[src/rtl/register_file_if.sv]
// register_file_if: write port (we/waddr/wdata) and two read ports (re/raddr in, rdata/valid out) of the register bank
interface register_file_if #(
  parameter int width = 8,
  parameter int awidth = 3
);
  logic we;
  logic [awidth-1:0] waddr;
  logic [width-1:0] wdata;
  logic re_a;
  logic [awidth-1:0] raddr_a;
  logic re_b;
  logic [awidth-1:0] raddr_b;
  logic [width-1:0] rdata_a;
  logic [width-1:0] rdata_b;
  logic valid_a;
  logic valid_b;
  modport master (
    output we, waddr, wdata, re_a, raddr_a, re_b, raddr_b,
    input rdata_a, rdata_b, valid_a, valid_b
  );
  modport slave (
    input we, waddr, wdata, re_a, raddr_a, re_b, raddr_b,
    output rdata_a, rdata_b, valid_a, valid_b
  );
endinterface

[src/rtl/register_file.sv]
// register_file: 1W/2R register bank, entry 0 reads zero, registered reads with write bypass; ports clk, rst (async active-low), bus (slave)
module register_file #(
  parameter int width = 8,
  parameter int depth = 8,
  parameter int awidth = 3
) (
  input logic clk,
  input logic rst,
  register_file_if.slave bus
);
  logic [depth-1:0][width-1:0] mem;
  logic [width-1:0] next_a, next_b, rdata_a, rdata_b;
  logic valid_a, valid_b;
  always_comb begin
    next_a = bus.raddr_a == '0 ? '0 : bus.we && bus.waddr == bus.raddr_a ? bus.wdata : mem[bus.raddr_a];
    next_b = bus.raddr_b == '0 ? '0 : bus.we && bus.waddr == bus.raddr_b ? bus.wdata : mem[bus.raddr_b];
  end
  always_ff @(posedge clk or negedge rst)
    if (!rst) mem <= '0;
    else if (bus.we && bus.waddr != '0) mem[bus.waddr] <= bus.wdata;
  always_ff @(posedge clk or negedge rst)
    if (!rst) begin
      rdata_a <= '0;
      rdata_b <= '0;
      valid_a <= 1'b0;
      valid_b <= 1'b0;
    end else begin
      valid_a <= bus.re_a;
      valid_b <= bus.re_b;
      if (bus.re_a) rdata_a <= next_a;
      if (bus.re_b) rdata_b <= next_b;
    end
  assign bus.rdata_a = rdata_a;
  assign bus.rdata_b = rdata_b;
  assign bus.valid_a = valid_a;
  assign bus.valid_b = valid_b;
endmodule

[src/flat_wrapper.sv]
// flat-port wrapper written by rule: the top's interface ports become plain ports
module register_file_flat 
#(
  parameter int width = 8,
  parameter int depth = 8,
  parameter int awidth = 3
)
  (clk, rst, bus_we, bus_waddr, bus_wdata, bus_re_a, bus_raddr_a, bus_re_b, bus_raddr_b, bus_rdata_a, bus_rdata_b, bus_valid_a, bus_valid_b);
  register_file_if #(.width(width), .awidth(awidth)) bus_i ();
  input logic clk;
  input logic rst;
  input wire logic [$bits(bus_i.we)-1:0] bus_we;
  input wire logic [$bits(bus_i.waddr)-1:0] bus_waddr;
  input wire logic [$bits(bus_i.wdata)-1:0] bus_wdata;
  input wire logic [$bits(bus_i.re_a)-1:0] bus_re_a;
  input wire logic [$bits(bus_i.raddr_a)-1:0] bus_raddr_a;
  input wire logic [$bits(bus_i.re_b)-1:0] bus_re_b;
  input wire logic [$bits(bus_i.raddr_b)-1:0] bus_raddr_b;
  output wire logic [$bits(bus_i.rdata_a)-1:0] bus_rdata_a;
  output wire logic [$bits(bus_i.rdata_b)-1:0] bus_rdata_b;
  output wire logic [$bits(bus_i.valid_a)-1:0] bus_valid_a;
  output wire logic [$bits(bus_i.valid_b)-1:0] bus_valid_b;
  assign bus_i.we = bus_we;
  assign bus_i.waddr = bus_waddr;
  assign bus_i.wdata = bus_wdata;
  assign bus_i.re_a = bus_re_a;
  assign bus_i.raddr_a = bus_raddr_a;
  assign bus_i.re_b = bus_re_b;
  assign bus_i.raddr_b = bus_raddr_b;
  assign bus_rdata_a = bus_i.rdata_a;
  assign bus_rdata_b = bus_i.rdata_b;
  assign bus_valid_a = bus_i.valid_a;
  assign bus_valid_b = bus_i.valid_b;
  register_file #(.width(width), .depth(depth), .awidth(awidth)) u_core (.clk(clk), .rst(rst), .bus(bus_i));
endmodule
[config.mk]
export PLATFORM = sky130hd
export DESIGN_NAME = register_file_flat
export DESIGN_NICKNAME = d
export VERILOG_FILES = /design/src/rtl/register_file_if.sv /design/src/rtl/register_file.sv /design/src/flat_wrapper.sv
export SDC_FILE = /design/constraint.sdc
export NUM_CORES = 1
export LEC_CHECK = 0
export CORE_ASPECT_RATIO = 0.8
export CORE_MARGIN = 1.5
export CORE_UTILIZATION = 62
export DETAILED_ROUTE_END_ITERATION = 7
export GPL_TIMING_DRIVEN = 0
export HOLD_SLACK_MARGIN = 0.06
export MAX_ROUTING_LAYER = met4
export PLACE_DENSITY = 0.95
export SLEW_MARGIN = 20
export SYNTH_ARGS = -nofsm -noshare
export SYNTH_HDL_FRONTEND = slang
export SYNTH_SLANG_ARGS = --single-unit
[constraint.sdc]
create_clock -name clk -period 4.2 [get_ports clk]
set_input_delay 0.84 -clock clk [delete_from_list [all_inputs] [get_ports clk]]
set_output_delay 0.84 -clock clk [all_outputs]
set_load 0.02 [all_outputs]
[Word-level counts from Yosys, hierarchy flattened]
Index checks and enable logic that the tools add are counted.
Word-level totals
  register bits after elaboration: 82
  input port bits: 22
  word-level logic and storage cells: 36
Operators by class
  order comparisons: 4
  muxes and demuxes: 11
  reductions and logical operators: 7
  equality and inequality tests: 2
Operators by type and width (count)
  64-bit bitwise mux: 1
  8-bit two-way mux: 7
  8-bit binary-select mux with 3-bit select: 2
  8-bit demux with 3-bit select: 1
  3-bit by 4-bit less-than comparator with 1-bit output, second input constant: 3
  3-bit == test: 2
  3-bit logical NOT: 2
  1-bit logical AND: 4
  3-bit by 1-bit >= comparator with 1-bit output, second input constant: 1
  3-bit nonzero test: 1

[Logic depth before layout (Yosys ltp)]
  depth in word-level cells: 5
  depth in mapped cells: 7
  depth with buffers taken out: 4

[Worst setup path after synthesis]
Ideal clock, no wire load.
  kind: in2reg
  from: input port bus_raddr_b[0]
  to: register u_core.rdata_b[6], in the netlist u_core.bus.rdata_b[6]
  path buffers: 2
  stages: 6
  arrival time: 2.027 ns
  path slack: 2.047 ns
  path through: buf_6 > buf_12 > mux4_2 > nand2_1 > nand2_1 > a221o_1
On the way
  word-level cells in the longest chain between the ends: 4
RTL lines
  from (decl): RTL line flat_wrapper.sv:18  | input wire logic [$bits(bus_i.raddr_b)-1:0] bus_raddr_b;
  8-bit binary-select mux with 3-bit select or 3-bit == test (tied branches): RTL line register_file.sv:16  | next_b = bus.raddr_b == '0 ? '0 : bus.we && bus.waddr == bus.raddr_b ? bus.wdata : mem[bus.raddr_b];
  8-bit two-way mux (implied by the code) or 1-bit logical AND (tied branches): RTL line register_file.sv:16
  8-bit two-way mux: RTL line register_file.sv:16
  8-bit two-way mux (*): RTL line register_file.sv:16
  to (signal assigned): RTL line register_file.sv:31  | if (bus.re_b) rdata_b <= next_b;
  to (decl): RTL line register_file.sv:12  | logic [width-1:0] next_a, next_b, rdata_a, rdata_b;
Mark *: on every way between the ends. The rest lies on a longest branch, timed or not. The select of a mux whose other input is x is not followed.
A chain may end at the register's enable or synchronous reset.

==> impl_metrics.env <==
export IMPL_status="complete, no violations"
export IMPL_timing_fmax_ghz=0.384
export IMPL_via_count=3003
export IMPL_postSynthAreaPerCell_um2=14.2
export IMPL_final_cell_mix="dfrtp_1, mux2_2, nand2_1, clkdlybuf4s50_1, mux4_2"
export IMPL_io_buffers=29
export IMPL_dp_cells=421
export IMPL_grt_pass1_wl_mm=16.3
export IMPL_grt_use_total_pct=31.5
export IMPL_critical_path_class="in2reg"
export IMPL_nets=367
export IMPL_skew_ns=0.0101
export IMPL_cts_made_buffers=9
export IMPL_path_max_fanout=11
export IMPL_grt_max_degree=43
export IMPL_setup_viol_count_final=0
export IMPL_htree_levels=3
export IMPL_ctsHoldBuffers=0
export IMPL_end_kind="flop"
export IMPL_routed_wl_mm=10.5
export IMPL_start_util_pct=63.4
export IMPL_layout_commonest_cell="dfrtp_1"
export IMPL_nFillCells=423
export IMPL_via_per_inst=6.87
export IMPL_min_period_over_period_pct=62.0
export IMPL_multi_input_area_um2=2070
export IMPL_die_area_um2=7490
export IMPL_cap_violations=0
export IMPL_synthArstFlopShare_pct=100
export IMPL_die_w_um=96.4
export IMPL_synthCells=304
export IMPL_path_cells="clkdlybuf4s50_1 > o31ai_1 > a21oi_1 > a221o_1"
export IMPL_root_buffer="clkbuf_8"
export IMPL_hold_violations=0
export IMPL_crit_start="bus_re_b"
export IMPL_arrival_ns=2.92
export IMPL_ys_ff_latch=82
export IMPL_drtIter0Drc=284
export IMPL_max_stage_delay_ns=0.83
export IMPL_final_antenna_net_count=0
export IMPL_r2r_start="u_core.mem[6]"
export IMPL_cts_setup_buffers=0
export IMPL_tightest_slew_ns=1.05
export IMPL_ios=40
export IMPL_synth_seq_area_share_pct=47.5
export IMPL_core_region_area_um2=6820
export IMPL_yosysWarnings=0
export IMPL_ir_drop_v=0.000224
export IMPL_min_path_type="in2async"
export IMPL_crit_required_ns=4.52
export IMPL_clk_pin_slew_worst_paths_ns=0.09
export IMPL_yosysUniqueCellTypes=27
export IMPL_drive_above_1_share_pct=32.3
export IMPL_crit_path_start_kind="input pin"
export IMPL_synth_edff_count=0
export IMPL_gp_congestion=0.896
export IMPL_antenna_found_initial=0
export IMPL_cts_sinks=82
export IMPL_cts_max_path_buffers=2
export IMPL_drc=0
export IMPL_fin_util_pct=72.2
export IMPL_period_needed_ns=2.60
export IMPL_power_leakage_nw=2.14
export IMPL_rows=27
export IMPL_setup_tns_ns=0
export IMPL_post_cts_resized=0
export IMPL_path_delay_family="compound AO/OA/AOI/OAI gates"
export IMPL_power_density_nw_per_um2=441
export IMPL_overflow=0
export IMPL_die_h_um=77.7
export IMPL_finalNonFillerCells=437
export IMPL_cp_num_buf_inv=1
export IMPL_maxSlewViolCount=0
export IMPL_hpwl_mm=6.85
export IMPL_cts_tree="yes"
export IMPL_seq_area_um2=2050
export IMPL_rsz0062_at_grt="no"
export IMPL_crit_slowest_cell="a21oi_1"
export IMPL_dr_pass1_iters=7
export IMPL_wire_per_inst_um=24.0
export IMPL_synthesis_area_um2=4320
export IMPL_grt_pass1_vias=3129
export IMPL_diodes=0
export IMPL_clock_latency_ns=0.37
export IMPL_area_delta_synth_final_pct=13.9
export IMPL_relSlewSlack_pct=29.9
export IMPL_synth_nets=326
export IMPL_ys_flop_type="dfrtp_1"
[registers in the layout, indices dropped and copies added, names as in the netlist]
register	count
u_core.bus.rdata_a	8
u_core.bus.rdata_b	8
u_core.bus.valid_a	1
u_core.bus.valid_b	1
u_core.mem	64
[synth_stat cells, types with 3 or more instances]
cell type	count	area, µm²
mux2_2	56	631
clkbuf_1	12	45.0
nand4b_1	3	26.3
nand2b_1	15	93.8
a221o_1	16	160
dfrtp_1	82	2050
nand2_1	35	131
mux4_2	19	428
buf_2	7	35.0
clkbuf_8	3	41.3
nor2b_1	16	100
mux4_1	13	342
buf_6	3	33.8
xnor2_1	5	43.8
[path summary, 6_finish.rpt]
check | endpoint | slack, ns | depth (start not counted)
setup / recovery | u_core.bus.rdata_b[6] | 1.60 | 4
min in group clk | u_core.mem[1] | 0.49 | 1
setup reg to reg | u_core.bus.rdata_b[6] | 2.66 | 4
hold reg to reg | u_core.mem[1] | 0.49 | 1
max in group asynchronous | u_core.mem[12] | 3.15 | 2
hold / removal | u_core.mem[6] | 0.43 | 1
[report_power, final]
part | leakage, nW | internal, mW | total [mW] | switching, mW
registers | 1.01 | 0.942 | 1.06 | 0.114
clock network | 0.0893 | 0.273 | 0.559 | 0.286
logic | 1.03 | 0.331 | 0.558 | 0.227
[metal layers]
metal / GRT usage [%] / wire length (µm) / up-vias
li1: - / - / 1222
met1: 39.5 / 3960 / 1496
met2: 46.1 / 5050 / 227
met3: 8.82 / 964 / 58
met4: 18.1 / 522 / 0
met5: - / 0 / -
[cell type report]
class | count | area share [%]
repair buffers | 30 | 6.25
multi-input cells | 194 | 42.0
well taps | 87 | 2.21
plain buffers | 28 | 4.11
clock buffers | 11 | 2.67
clock inverters | 5 | 1.12
flip-flops and latches | 82 | 41.6
[cell families after synthesis]
family                 Yosys count  synth area share [%]
XOR/XNOR                         5                  1.01
flip-flops                      82                  47.5
AO/OA/AOI/OAI                   20                  4.28
buffers and inverters           28                  4.69
multiplexers                    88                  32.4
AND/OR/NAND/NOR                 81                  10.2
[worst reg2reg max path, stage by stage, from the launching register on]
cell and delay [ns]:
dfrtp_1 0.41, mux4_1 0.48, or2b_2 0.17, nand2_1 0.04
a221o_1 0.33
[through the flow]
| step | setup WS [ns] | total power, mW | cell area, µm² | hold WS [ns] |
|---|---|---|---|---|
| after floorplan | 2.05 | 1.41 | 4320 | 0.436 |
| after global placement | -0.459 | 1.58 | 4720 | 0.453 |
| after detailed placement | 1.28 | 1.62 | 4740 | 0.468 |
| after CTS | 1.66 | 2.17 | 4930 | 0.456 |
| after global routing | 1.57 | 2.27 | 4930 | 0.481 |
| final | 1.60 | 2.17 | 4930 | 0.433 |
(Power assumes the default switching activity.)
